`config.mk`:
```
export PLATFORM = sky130hd
export DESIGN_NAME = dmem_arbiter_flat
export DESIGN_NICKNAME = d
export VERILOG_FILES = /design/src/rtl/dmem_arbiter_if.sv /design/src/rtl/dmem_arbiter.sv /design/src/flat_wrapper.sv
export SDC_FILE = /design/constraint.sdc
export NUM_CORES = 1
export LEC_CHECK = 0
export ABC_AREA = 1
export BUFFER_PORTS_ARGS = -buffer_cell sky130_fd_sc_hd__clkbuf_2
export CAP_MARGIN = 20
export CORE_AREA = 2 2 115 117
export CTS_BUF_LIST = sky130_fd_sc_hd__clkbuf_8 sky130_fd_sc_hd__clkbuf_16
export DETAILED_ROUTE_END_ITERATION = 10
export DIE_AREA = 0 0 117 119
export GPL_TIMING_DRIVEN = 0
export PLACE_DENSITY = 0.57
export SYNTH_ARGS = -nofsm -noshare
export SYNTH_HDL_FRONTEND = slang
export SYNTH_SLANG_ARGS = --single-unit
```
`constraint.sdc`:
```
create_clock -name clk -period 3.3 [get_ports clk]
set_input_delay 0.66 -clock clk [delete_from_list [all_inputs] [get_ports clk]]
set_output_delay 0.66 -clock clk [all_outputs]
set_load 0.1 [all_outputs]
```
`src/rtl/dmem_arbiter_if.sv`:
```
// Shared data-memory / I-O bus bundle between the CPU memory stage, the
// DMA/debug loader and the memory unit, as seen by dmem_arbiter.
interface dmem_arbiter_if #(
  parameter int DBITS = 32
);
  logic             cpuReq;
  logic             cpuWe;
  logic [DBITS-1:0] cpuAddr;
  logic [DBITS-1:0] cpuWdata;
  logic             cpuStall;
  logic [DBITS-1:0] cpuRdata;
  logic             cpuRvalid;

  logic             dmaReq;
  logic             dmaWe;
  logic [DBITS-1:0] dmaAddr;
  logic [DBITS-1:0] dmaWdata;
  logic             dmaGnt;
  logic [DBITS-1:0] dmaRdata;
  logic             dmaRvalid;

  logic [DBITS-1:0] memAddr;
  logic             memWe;
  logic [DBITS-1:0] memWdata;
  logic [DBITS-1:0] memRdata;

  // The arbiter side.
  modport slave (
    input  cpuReq, cpuWe, cpuAddr, cpuWdata,
    input  dmaReq, dmaWe, dmaAddr, dmaWdata,
    input  memRdata,
    output cpuStall, cpuRdata, cpuRvalid,
    output dmaGnt, dmaRdata, dmaRvalid,
    output memAddr, memWe, memWdata
  );

  // The surrounding system: requesters plus the memory unit.
  modport master (
    output cpuReq, cpuWe, cpuAddr, cpuWdata,
    output dmaReq, dmaWe, dmaAddr, dmaWdata,
    output memRdata,
    input  cpuStall, cpuRdata, cpuRvalid,
    input  dmaGnt, dmaRdata, dmaRvalid,
    input  memAddr, memWe, memWdata
  );
endinterface

```
`src/rtl/dmem_arbiter.sv`:
```
// Two-port arbiter for the data-memory/I-O bus: CPU memory stage has priority,
// the DMA loader wins after MAX_WAIT consecutive losses. One access in flight.
module dmem_arbiter #(
  parameter int DBITS    = 32,
  parameter int MAX_WAIT = 8,
  parameter int CNT_BITS = 4
) (
  input  logic           clk,
  input  logic           reset,
  dmem_arbiter_if.slave  bus
);

  localparam logic [1:0] IDLE   = 2'd0;
  localparam logic [1:0] CPU_RD = 2'd1;
  localparam logic [1:0] DMA_RD = 2'd2;

  localparam logic [CNT_BITS-1:0] STARVE_MAX = CNT_BITS'(MAX_WAIT);

  logic [1:0]          state;
  logic [1:0]          next_state;
  logic [CNT_BITS-1:0] starve;
  logic [CNT_BITS-1:0] next_starve;
  logic [DBITS-1:0]    rd_addr;
  logic                idle;
  logic                cpu_win;
  logic                dma_win;

  // Reset forces every output quiet in the reset cycle itself, so it gates
  // the current state rather than only the next one.
  assign idle = (state == IDLE) && !reset;

  always_comb begin
    cpu_win = 1'b0;
    dma_win = 1'b0;
    if (idle) begin
      if (bus.dmaReq && (starve == STARVE_MAX)) dma_win = 1'b1;
      else if (bus.cpuReq)                      cpu_win = 1'b1;
      else if (bus.dmaReq)                      dma_win = 1'b1;
    end
  end

  always_comb begin
    bus.memAddr   = '0;
    bus.memWe     = 1'b0;
    bus.memWdata  = '0;
    bus.cpuStall  = 1'b0;
    bus.cpuRdata  = '0;
    bus.cpuRvalid = 1'b0;
    bus.dmaGnt    = 1'b0;
    bus.dmaRdata  = '0;
    bus.dmaRvalid = 1'b0;
    if (idle) begin
      bus.cpuStall = bus.cpuReq && !(cpu_win && bus.cpuWe);
      if (cpu_win) begin
        bus.memAddr  = bus.cpuAddr;
        bus.memWe    = bus.cpuWe;
        bus.memWdata = bus.cpuWdata;
      end else if (dma_win) begin
        bus.memAddr  = bus.dmaAddr;
        bus.memWe    = bus.dmaWe;
        bus.memWdata = bus.dmaWdata;
        bus.dmaGnt   = 1'b1;
      end
    end else if (!reset && (state == CPU_RD)) begin
      bus.memAddr   = rd_addr;
      bus.cpuRvalid = 1'b1;
      bus.cpuRdata  = bus.memRdata;
    end else if (!reset && (state == DMA_RD)) begin
      bus.memAddr   = rd_addr;
      bus.dmaRvalid = 1'b1;
      bus.dmaRdata  = bus.memRdata;
      bus.cpuStall  = bus.cpuReq;
    end
  end

  // Writes finish in their issue cycle; only reads occupy a second cycle.
  always_comb begin
    next_state = IDLE;
    if (state == IDLE) begin
      if (cpu_win && !bus.cpuWe)      next_state = CPU_RD;
      else if (dma_win && !bus.dmaWe) next_state = DMA_RD;
    end
  end

  always_comb begin
    next_starve = starve;
    if (state == IDLE) begin
      if (dma_win || !bus.dmaReq)
        next_starve = '0;
      else if (cpu_win && (starve != STARVE_MAX))
        next_starve = starve + 1'b1;
    end
  end

  always_ff @(posedge clk) begin
    if (reset) begin
      state   <= IDLE;
      starve  <= '0;
      rd_addr <= '0;
    end else begin
      state  <= next_state;
      starve <= next_starve;
      if (cpu_win && !bus.cpuWe)
        rd_addr <= bus.cpuAddr;
      else if (dma_win && !bus.dmaWe)
        rd_addr <= bus.dmaAddr;
    end
  end

endmodule

```
`src/flat_wrapper.sv`:
```
// flat-port wrapper written by rule: the top's interface ports become plain ports
module dmem_arbiter_flat 
#(
  parameter int DBITS    = 32,
  parameter int MAX_WAIT = 8,
  parameter int CNT_BITS = 4
)
  (clk, reset, bus_cpuReq, bus_cpuWe, bus_cpuAddr, bus_cpuWdata, bus_dmaReq, bus_dmaWe, bus_dmaAddr, bus_dmaWdata, bus_memRdata, bus_cpuStall, bus_cpuRdata, bus_cpuRvalid, bus_dmaGnt, bus_dmaRdata, bus_dmaRvalid, bus_memAddr, bus_memWe, bus_memWdata);
  dmem_arbiter_if #(.DBITS(DBITS)) bus_i ();
  input  logic clk;
  input  logic reset;
  input wire logic [$bits(bus_i.cpuReq)-1:0] bus_cpuReq;
  input wire logic [$bits(bus_i.cpuWe)-1:0] bus_cpuWe;
  input wire logic [$bits(bus_i.cpuAddr)-1:0] bus_cpuAddr;
  input wire logic [$bits(bus_i.cpuWdata)-1:0] bus_cpuWdata;
  input wire logic [$bits(bus_i.dmaReq)-1:0] bus_dmaReq;
  input wire logic [$bits(bus_i.dmaWe)-1:0] bus_dmaWe;
  input wire logic [$bits(bus_i.dmaAddr)-1:0] bus_dmaAddr;
  input wire logic [$bits(bus_i.dmaWdata)-1:0] bus_dmaWdata;
  input wire logic [$bits(bus_i.memRdata)-1:0] bus_memRdata;
  output wire logic [$bits(bus_i.cpuStall)-1:0] bus_cpuStall;
  output wire logic [$bits(bus_i.cpuRdata)-1:0] bus_cpuRdata;
  output wire logic [$bits(bus_i.cpuRvalid)-1:0] bus_cpuRvalid;
  output wire logic [$bits(bus_i.dmaGnt)-1:0] bus_dmaGnt;
  output wire logic [$bits(bus_i.dmaRdata)-1:0] bus_dmaRdata;
  output wire logic [$bits(bus_i.dmaRvalid)-1:0] bus_dmaRvalid;
  output wire logic [$bits(bus_i.memAddr)-1:0] bus_memAddr;
  output wire logic [$bits(bus_i.memWe)-1:0] bus_memWe;
  output wire logic [$bits(bus_i.memWdata)-1:0] bus_memWdata;
  assign bus_i.cpuReq = bus_cpuReq;
  assign bus_i.cpuWe = bus_cpuWe;
  assign bus_i.cpuAddr = bus_cpuAddr;
  assign bus_i.cpuWdata = bus_cpuWdata;
  assign bus_i.dmaReq = bus_dmaReq;
  assign bus_i.dmaWe = bus_dmaWe;
  assign bus_i.dmaAddr = bus_dmaAddr;
  assign bus_i.dmaWdata = bus_dmaWdata;
  assign bus_i.memRdata = bus_memRdata;
  assign bus_cpuStall = bus_i.cpuStall;
  assign bus_cpuRdata = bus_i.cpuRdata;
  assign bus_cpuRvalid = bus_i.cpuRvalid;
  assign bus_dmaGnt = bus_i.dmaGnt;
  assign bus_dmaRdata = bus_i.dmaRdata;
  assign bus_dmaRvalid = bus_i.dmaRvalid;
  assign bus_memAddr = bus_i.memAddr;
  assign bus_memWe = bus_i.memWe;
  assign bus_memWdata = bus_i.memWdata;
  dmem_arbiter #(.DBITS(DBITS), .MAX_WAIT(MAX_WAIT), .CNT_BITS(CNT_BITS)) u_core (.clk(clk), .reset(reset), .bus(bus_i));
endmodule
```
# Yosys cells after proc, flatten, opt, wreduce, memory -nomap -nowiden
# Cells that the tools add are included.
# totals
ff_bits,38
in_bits,166
output_inout_bits,133
word_cells,71
# op_classes
n_addsub,1
n_eq_ne,4
n_mux,40
n_bitwise,1
n_reduce_logical,21
# op_table
op,count
32-bit 2-to-1 mux,15
1-bit 2-to-1 mux,22
1-bit logical AND,9
4-bit 2-to-1 mux,2
1-bit logical NOT,5
4-bit by 1-bit adder with 4-bit output (second input constant),1
4-bit == test (second input constant),1
4-bit inequality test (second input constant),1
2-bit nonzero test,2
3-bit OR reduction,1
2-bit by 1-bit == test with 1-bit output (second input constant),1
2-bit == test (second input constant),1
2-bit logical NOT,1
2-bit 2-to-1 mux,1
2-bit AND reduction,1
2-bit OR reduction,1
1-bit logical OR,1
1-bit inverter,1

# Logic depth before layout (Yosys ltp)
# Gate-level depths: netlist of run 1.
# depth
word_depth,8
mapped_depth,12
ltp_nobuf,11

# Least setup slack after synthesis of run 1
# Ideal clock, no wire load.
# synth_timing
path_type,input to output
startpoint,in reset
endpoint,out bus_cpuStall
arrival_ps,3221
required_ps,2640
path_slack_ps,-581
path_stages,6
path_buffers,1
path_cell_list,buf_4 -> inv_6 -> nand3_2 -> inv_1 -> nor2_1 -> a21oi_1
# synth_via
elab_chain_cells,7
# synth_lines
element,line,source
"start, declared",flat_wrapper.sv:11,input logic reset;
1-bit logical NOT *,"dmem_arbiter.sv:30, dmem_arbiter.sv:64, dmem_arbiter.sv:68",
1-bit logical AND,dmem_arbiter.sv:30,assign idle = (state == IDLE) && !reset;
1-bit 2-to-1 mux,dmem_arbiter.sv:35,if (idle) begin
1-bit logical AND,dmem_arbiter.sv:53,bus.cpuStall = bus.cpuReq && !(cpu_win && bus.cpuWe);
1-bit logical NOT,dmem_arbiter.sv:53,
1-bit logical AND,dmem_arbiter.sv:53,
1-bit 2-to-1 mux *,dmem_arbiter.sv:52,if (idle) begin
"end, declared",flat_wrapper.sv:21,output wire logic [$bits(bus_i.cpuStall)-1:0] bus_cpuStall;
# Every way passes the cells marked *; elsewhere a longest branch is shown, timed or not.

# Final worst setup path of run 1
# layout_timing
startpoint,in reset
endpoint,out bus_memAddr[12]
# layout_via
elab_chain_cells,6
# layout_lines
element,line,source
1-bit logical NOT *,"dmem_arbiter.sv:30, dmem_arbiter.sv:64, dmem_arbiter.sv:68",
1-bit logical AND,dmem_arbiter.sv:30,
1-bit 2-to-1 mux,dmem_arbiter.sv:35,
32-bit 2-to-1 mux,dmem_arbiter.sv:58,end else if (dma_win) begin
32-bit 2-to-1 mux,dmem_arbiter.sv:54,if (cpu_win) begin
32-bit 2-to-1 mux *,dmem_arbiter.sv:52,
"end, declared",flat_wrapper.sv:27,output wire logic [$bits(bus_i.memAddr)-1:0] bus_memAddr;
# Marks and branches as above.

==> results.toml, run 1 <==
[outcome]
status = "finished clean"

[floorplanning]
core-area_sq_mm = 0.01287
initial_core_util_pct = 26.64
die_y_um = 119
die-area_sq_mm = 0.01392
num_rows = 42
ios = 299
dieWidth_um = 117

[clock_tree]
clock_path_buffers = 2
cts-buffers-inserted = 5
cts_resized = 0
post-cts-setup-buffer-count = 0
htreeDepth = 2
cts-root-buf = "clkbuf_16"
clk_pin_slew_ns = 0.05
cts_tree = "yes"
holdBufCountCts = 0
cts_num_sinks = 38
clk-insertion-delay-late_ns = 0.28

[sta]
finalCritPeriodShare_pct = 92.56
worst_slack_ns = 0.2454
rsz0062_at_grt = "no"
setup-violations-final = 0
final.setup.tns_ns = 0
skew_ns = 0.006285
maxSlewViolCount = 0
period_minus_slack_ns = 3.055
max_freq_mhz = 327.4
max-slew-margin-rel_pct = 61.78
tightest_slew_ns = 0.5757
hold_violations = 0

[worst_setup_path]
critPathMaxStageDelay_ns = 0.46
path_cells = "buf_4 > inv_6 > nand2_1 > nand2_1 > buf_2 > a22oi_1 > nand2_1 > clkbuf_2"
timing.rr.start = "u_core.starve[0]$_SDFFE_PP0P_"
crit_fanout = 10
cpMostUsedCell = "nand2_1"
slowest_stage = "clkbuf_2"
cp.arrival_ns = 2.39
worstSetupStartpointType = "input pin"
cp_data_required_time_ns = 2.64
path_class = "in -> out"
startpoint = "reset"
worstSetupEndpointType = "output pin"

[yosys]
ys_ff_latch = 38
syn_nets = 734
synth_xor_area_share_pct = 0.2554
synth_compound_area_share_pct = 19.01
synth-simple-area-share_pct = 40.13
syn_area_per_cell_sq_um = 6.059
synth_top_family_by_area = "simple AND/OR/NAND/NOR gates"
syn_inst = 566
yosys.area_share.adder_pct = 0.7297
yosysWarnings = 0
ys_seq_area_share_pct = 22.18
ys_types = 28
muxShareOfSynthArea_pct = 0
synth_area_sq_mm = 0.003430

[grt]
grtUsageTotal_pct = 22.71
grt_pass1_wl_um = 24180
grt_pass1_vias = 4382
antenna_found_initial = 4
grt_max_degree = 12
gr-total-overflow = 0

[min_path]
hp-class = "reg -> reg"
hp-start = "u_core.rd_addr[12]$_SDFFE_PP0P_"

[routing]
num_vias = 4929
vias_per_cell = 4.699
dr.pass1.iters = 5
drc = 0
ant_nets = 0
drt_iter0_markers = 312
wl_per_cell_um = 15.99
wl_um = 16780

[cells_and_area]
synthToLayoutAreaGrowth_pct = 54.29
layout_commonest_cell = "clkbuf_2"
drive_above_1_share_pct = 40.69
fin_nets = 1038
layout_common_cells = "clkbuf_2 (297), nand2_1 (122), inv_1 (77)"
fillCellCount = 1453

[placed_design]
port_buffers = 297
gp_congestion = 0.8911
place_hpwl_um = 13860
pre_cts_slack_ns = 0.2849

[power_and_ir_drop]
power_density_mw_per_mm2 = 354.5
power_leakage_nw = 3.179
p_total_mw = 1.876
peakVddDrop_v = 0.0001811

[run]
drv_cap = 0
sequential cells by signal (all words and copies together) (netlist names):
name            cells
u_core.rd_addr     32
u_core.starve       4
u_core.state        2
path summary, 6_finish.rpt:
path | endpoint | slack (ns) | cells past startpoint
setup / recovery | bus_memAddr[12] | 0.25 | 8
hold / removal | u_core.rd_addr[12]$_SDFFE_PP0P_ | 0.48 | 2
setup reg to reg | u_core.rd_addr[29]$_SDFFE_PP0P_ | 1.49 | 10
hold reg to reg | u_core.rd_addr[12]$_SDFFE_PP0P_ | 0.48 | 2
critical path: cells and delay by family:
family          cells  cell delay, ns
compound gates      1            0.14
buf+inv             4            1.01
simple gates        3            0.59
report_power, final:
part / internal [mW] / total, mW / switching, mW
combinational: 0.203 / 0.924 / 0.721
sequential: 0.480 / 0.492 / 0.0125
clock: 0.273 / 0.459 / 0.187
total: 0.956 / 1.88 / 0.920
layer usage:
layer | track usage (%) | vias to the layer above | wire length, um
li1 | - | 2479 | -
met1 | 27.43 | 2202 | 6826
met2 | 39.63 | 223 | 8198
met3 | 5.038 | 25 | 1378
met4 | 6.985 | 0 | 374
met5 | 0 | - | 0
per-stage QoR:
stage          area [sq um]  cells  hold slack (ns)  utilization (%)
3_5_place_dp           5147   1039           0.4755            39.98
4_1_cts                5284   1046           0.4843            41.04
5_1_grt                5289   1048           0.5069            41.08
2_1_floorplan          3441    566           0.4615                -
6_report               5291   1049           0.4838            41.10
3_3_place_gp           5147   1039           0.4740            39.98
kinds of logic after synthesis:
| logic type | Yosys count |
|---|---|
| compound gates | 90 |
| xor+xnor | 1 |
| fa+ha+maj | 2 |
| buf+inv | 129 |
| flops | 38 |
| simple gates | 306 |
synthesized netlist by cell type:
master | n | area [sq um]
nor2_1 | 73 | 274.0
nand2_4 | 3 | 33.78
o21a_1 | 1 | 7.510
nor3_1 | 1 | 5.000
nand4_1 | 33 | 206.5
xor2_1 | 1 | 8.760
buf_2 | 20 | 100.1
dfxtp_1 | 38 | 760.7
inv_1 | 76 | 285.3
inv_2 | 3 | 11.26
o21ai_0 | 1 | 5.000
a21oi_1 | 25 | 125.1
o21ai_2 | 1 | 8.760
inv_4 | 1 | 6.260
nand2_1 | 122 | 457.9
buf_4 | 6 | 45.04
clkbuf_1 | 12 | 45.04
nor2_2 | 2 | 12.51
nand3_2 | 2 | 20.02
a22oi_1 | 30 | 225.2
ha_1 | 2 | 25.02
nor2_8 | 1 | 20.02
buf_6 | 9 | 101.4
a22o_1 | 32 | 280.3
nand2_2 | 1 | 6.260
nand3_1 | 68 | 340.3
inv_6 | 1 | 8.760
clkinv_1 | 1 | 3.750
area by class of cell:
cell class	instances	area, sq um	area share (%)
multi-input cells	399	2073	39.18
plain buffers	47	291.5	5.510
clock inverters	2	11.26	0.2128
flip-flops and latches	38	760.7	14.38
diodes	3	7.507	0.1419
repair buffers	297	1486	28.09
inverters	82	315.3	5.959
well taps	176	220.2	4.162
clock buffers	5	125.1	2.365
Note: power is estimated with default switching activity, not from simulation.
==> run 2: changes to the inputs <==
==> constraint.sdc (replaced) <==
create_clock -name clk -period 3.2 [get_ports clk]
set_input_delay 0.64 -clock clk [delete_from_list [all_inputs] [get_ports clk]]
set_output_delay 0.64 -clock clk [all_outputs]
set_load 0.1 [all_outputs]
==> results.toml, run 2 (same netlist as run 1, synthesis figures left out) <==
[placed_design]
gp_congestion = 0.8911
port_buffers = 297
placed_area_sq_mm = 0.005147
place_hpwl_um = 13860

[power_and_ir_drop]
intPower_uw = 987.1
power_density_mw_per_mm2 = 365.7
p_sw_uw = 948.6
peakVddDrop_v = 0.0001879
swShare_pct = 49.01
power_leakage_nw = 3.192
sequentialPowerShare_pct = 26.2
p_clk_share_pct = 24.5
pwr-share-comb_pct = 49.3

[sta]
max-slew-margin-rel_pct = 61.81
skew_ns = 0.007287
tightest_slew_ns = 0.5753
finalCritPeriodShare_pct = 94.07
final.setup.tns_ns = 0
maxSlewViolCount = 0
rsz0062_at_grt = "no"
max_freq_mhz = 332.2
setup-violations-final = 0
hold_violations = 0
period_minus_slack_ns = 3.010

[floorplanning]
ios = 299
die_y_um = 119
core-area_sq_mm = 0.01287
die-area_sq_mm = 0.01392
initial_core_util_pct = 26.64
num_rows = 42
dieWidth_um = 117

[worst_setup_path]
r2r_cells = 10
reg2reg_to = "u_core.rd_addr[29]$_SDFFE_PP0P_"
critical_path_buf_inv_count = 5
worst-r2r-setup-slack_ns = 1.41
path_class = "reg -> out"
slowest_stage = "buf_2"
worstSetupEndpointType = "output pin"
critical_path_depth = 11
cp_top_family = "buffers and inverters"
timing.rr.start = "u_core.starve[0]$_SDFFE_PP0P_"
worstSetupStartpointType = "flip-flop"
critPathMaxStageDelay_ns = 0.43
cp_data_required_time_ns = 2.56
cpMostUsedCell = "nand2_1"
startpoint = "u_core.starve[0]$_SDFFE_PP0P_"
cp.arrival_ns = 2.37
worstSetupEndpoint = "bus_memWdata[7]"
path_cells = "inv_1 > ha_1 > nand2_1 > inv_1 > nand2_1 > nand2_1 > nor2_1 > buf_6 > buf_6 > a22o_1 > buf_2"
crit_fanout = 10

[grt]
gr-total-overflow = 0
grt_pass1_wl_um = 24180
grt_pass1_vias = 4382
grt_max_degree = 12
antenna_found_initial = 4
grtUsageTotal_pct = 22.71

[cells_and_area]
synthToLayoutAreaGrowth_pct = 54.36
layout_commonest_cell = "clkbuf_2"
fin_nets = 1038
largest_reg_flops = 32
design_area_sq_mm = 0.005294
largest-register = "u_core.rd_addr"
largestRegisters = "u_core.rd_addr: 32 flops, u_core.starve: 4 flops, u_core.state: 2 flops"
drive_above_1_share_pct = 40.69
layout_common_cells = "clkbuf_2 (275), nand2_1 (122), inv_1 (77)"

[min_path]
hp-start = "u_core.rd_addr[12]$_SDFFE_PP0P_"
hp-class = "reg -> reg"

[routing]
dr.pass1.iters = 4
vias_per_cell = 4.667
ant_nets = 0
wl_per_cell_um = 15.99
drt_iter0_markers = 310
num_vias = 4896
drc = 0
wl_um = 16780

[clock_tree]
cts_tree = "yes"
holdBufCountCts = 0
cts_num_sinks = 38
cts-buffers-inserted = 5
cts-root-buf = "clkbuf_16"
clk-insertion-delay-late_ns = 0.28
clock_path_buffers = 2
htreeDepth = 2
clk_pin_slew_ns = 0.06

[outcome]
status = "finished clean"

[run]
drv_cap = 0
run 2: cell count changes in the layout (fill, tap and decap cells not counted), sizes merged:
cell / delta
clkbuf: -21
buf: +21
run 2: through the flow:
step / power (mW) / utilization [%] / hold slack [ns] / setup slack, ns / std cells
3_5_place_dp: 1.471 / 39.98 / 0.4755 / 0.2249 / 1039
3_3_place_gp: 1.471 / 39.98 / 0.4740 / 0.2051 / 1039
2_1_floorplan: 1.220 / - / 0.4615 / 0.09478 / 566
4_1_cts: 1.941 / 41.04 / 0.4843 / 0.1401 / 1046
5_1_grt: 2.018 / 41.10 / 0.5069 / 0.0005940 / 1048
6_report: 1.936 / 41.12 / 0.4838 / 0.1899 / 1049
run 2: area by class of cell:
class	count	area [sq um]
clock inverter	2	11.26
tap	176	220.2
buffer	47	291.5
antenna	3	7.507
fill	1452	7581
inverter	82	315.3
multi-input combinational	399	2073
sequential	38	760.7
timing repair buffer	297	1489
clock buffer	5	125.1
run 2: how the worst min path moves through the flow:
stage / endpoint / slack (ns) / cells after the start
finish: u_core.rd_addr[12]$_SDFFE_PP0P_ / 0.48 / 2
global route: u_core.rd_addr[11]$_SDFFE_PP0P_ / 0.51 / 2
CTS: u_core.rd_addr[2]$_SDFFE_PP0P_ / 0.48 / 2
detailed placement: u_core.rd_addr[2]$_SDFFE_PP0P_ / 0.48 / 2
global placement: u_core.rd_addr[29]$_SDFFE_PP0P_ / 0.47 / 2
floorplan: u_core.rd_addr[0]$_SDFFE_PP0P_ / 0.46 / 2
run 2: metal layers:
metal	GRT usage (%)	routed length, um	vias to the layer above
met3	5.038	1460	25
met5	0	0	-
met1	27.43	6792	2162
li1	-	-	2483
met4	6.985	380	0
met2	39.63	8142	226
run 2: what timing repair did:
item | CTS | global route
endpoints found under the hold margin | 0 | 0
buffers inserted | 0 | 0
gates resized for setup | 0 | 23
setup endpoints to repair | 0 | 22
run 2: power groups by stage:
stage | Combinational [mW] | Sequential [mW] | Clock (mW)
after floorplan | 0.705 | 0.514 | 0
after global placement | 0.953 | 0.518 | 0
after detailed placement | 0.953 | 0.518 | 0
after CTS | 0.955 | 0.508 | 0.479
after global routing | 1.01 | 0.510 | 0.503
final | 0.954 | 0.508 | 0.474
run 2: worst min-delay path: stages, from the launching register on:
cell	delay, ns
dfxtp_1	0.31
nand3_1	0.07
a21oi_1	0.06
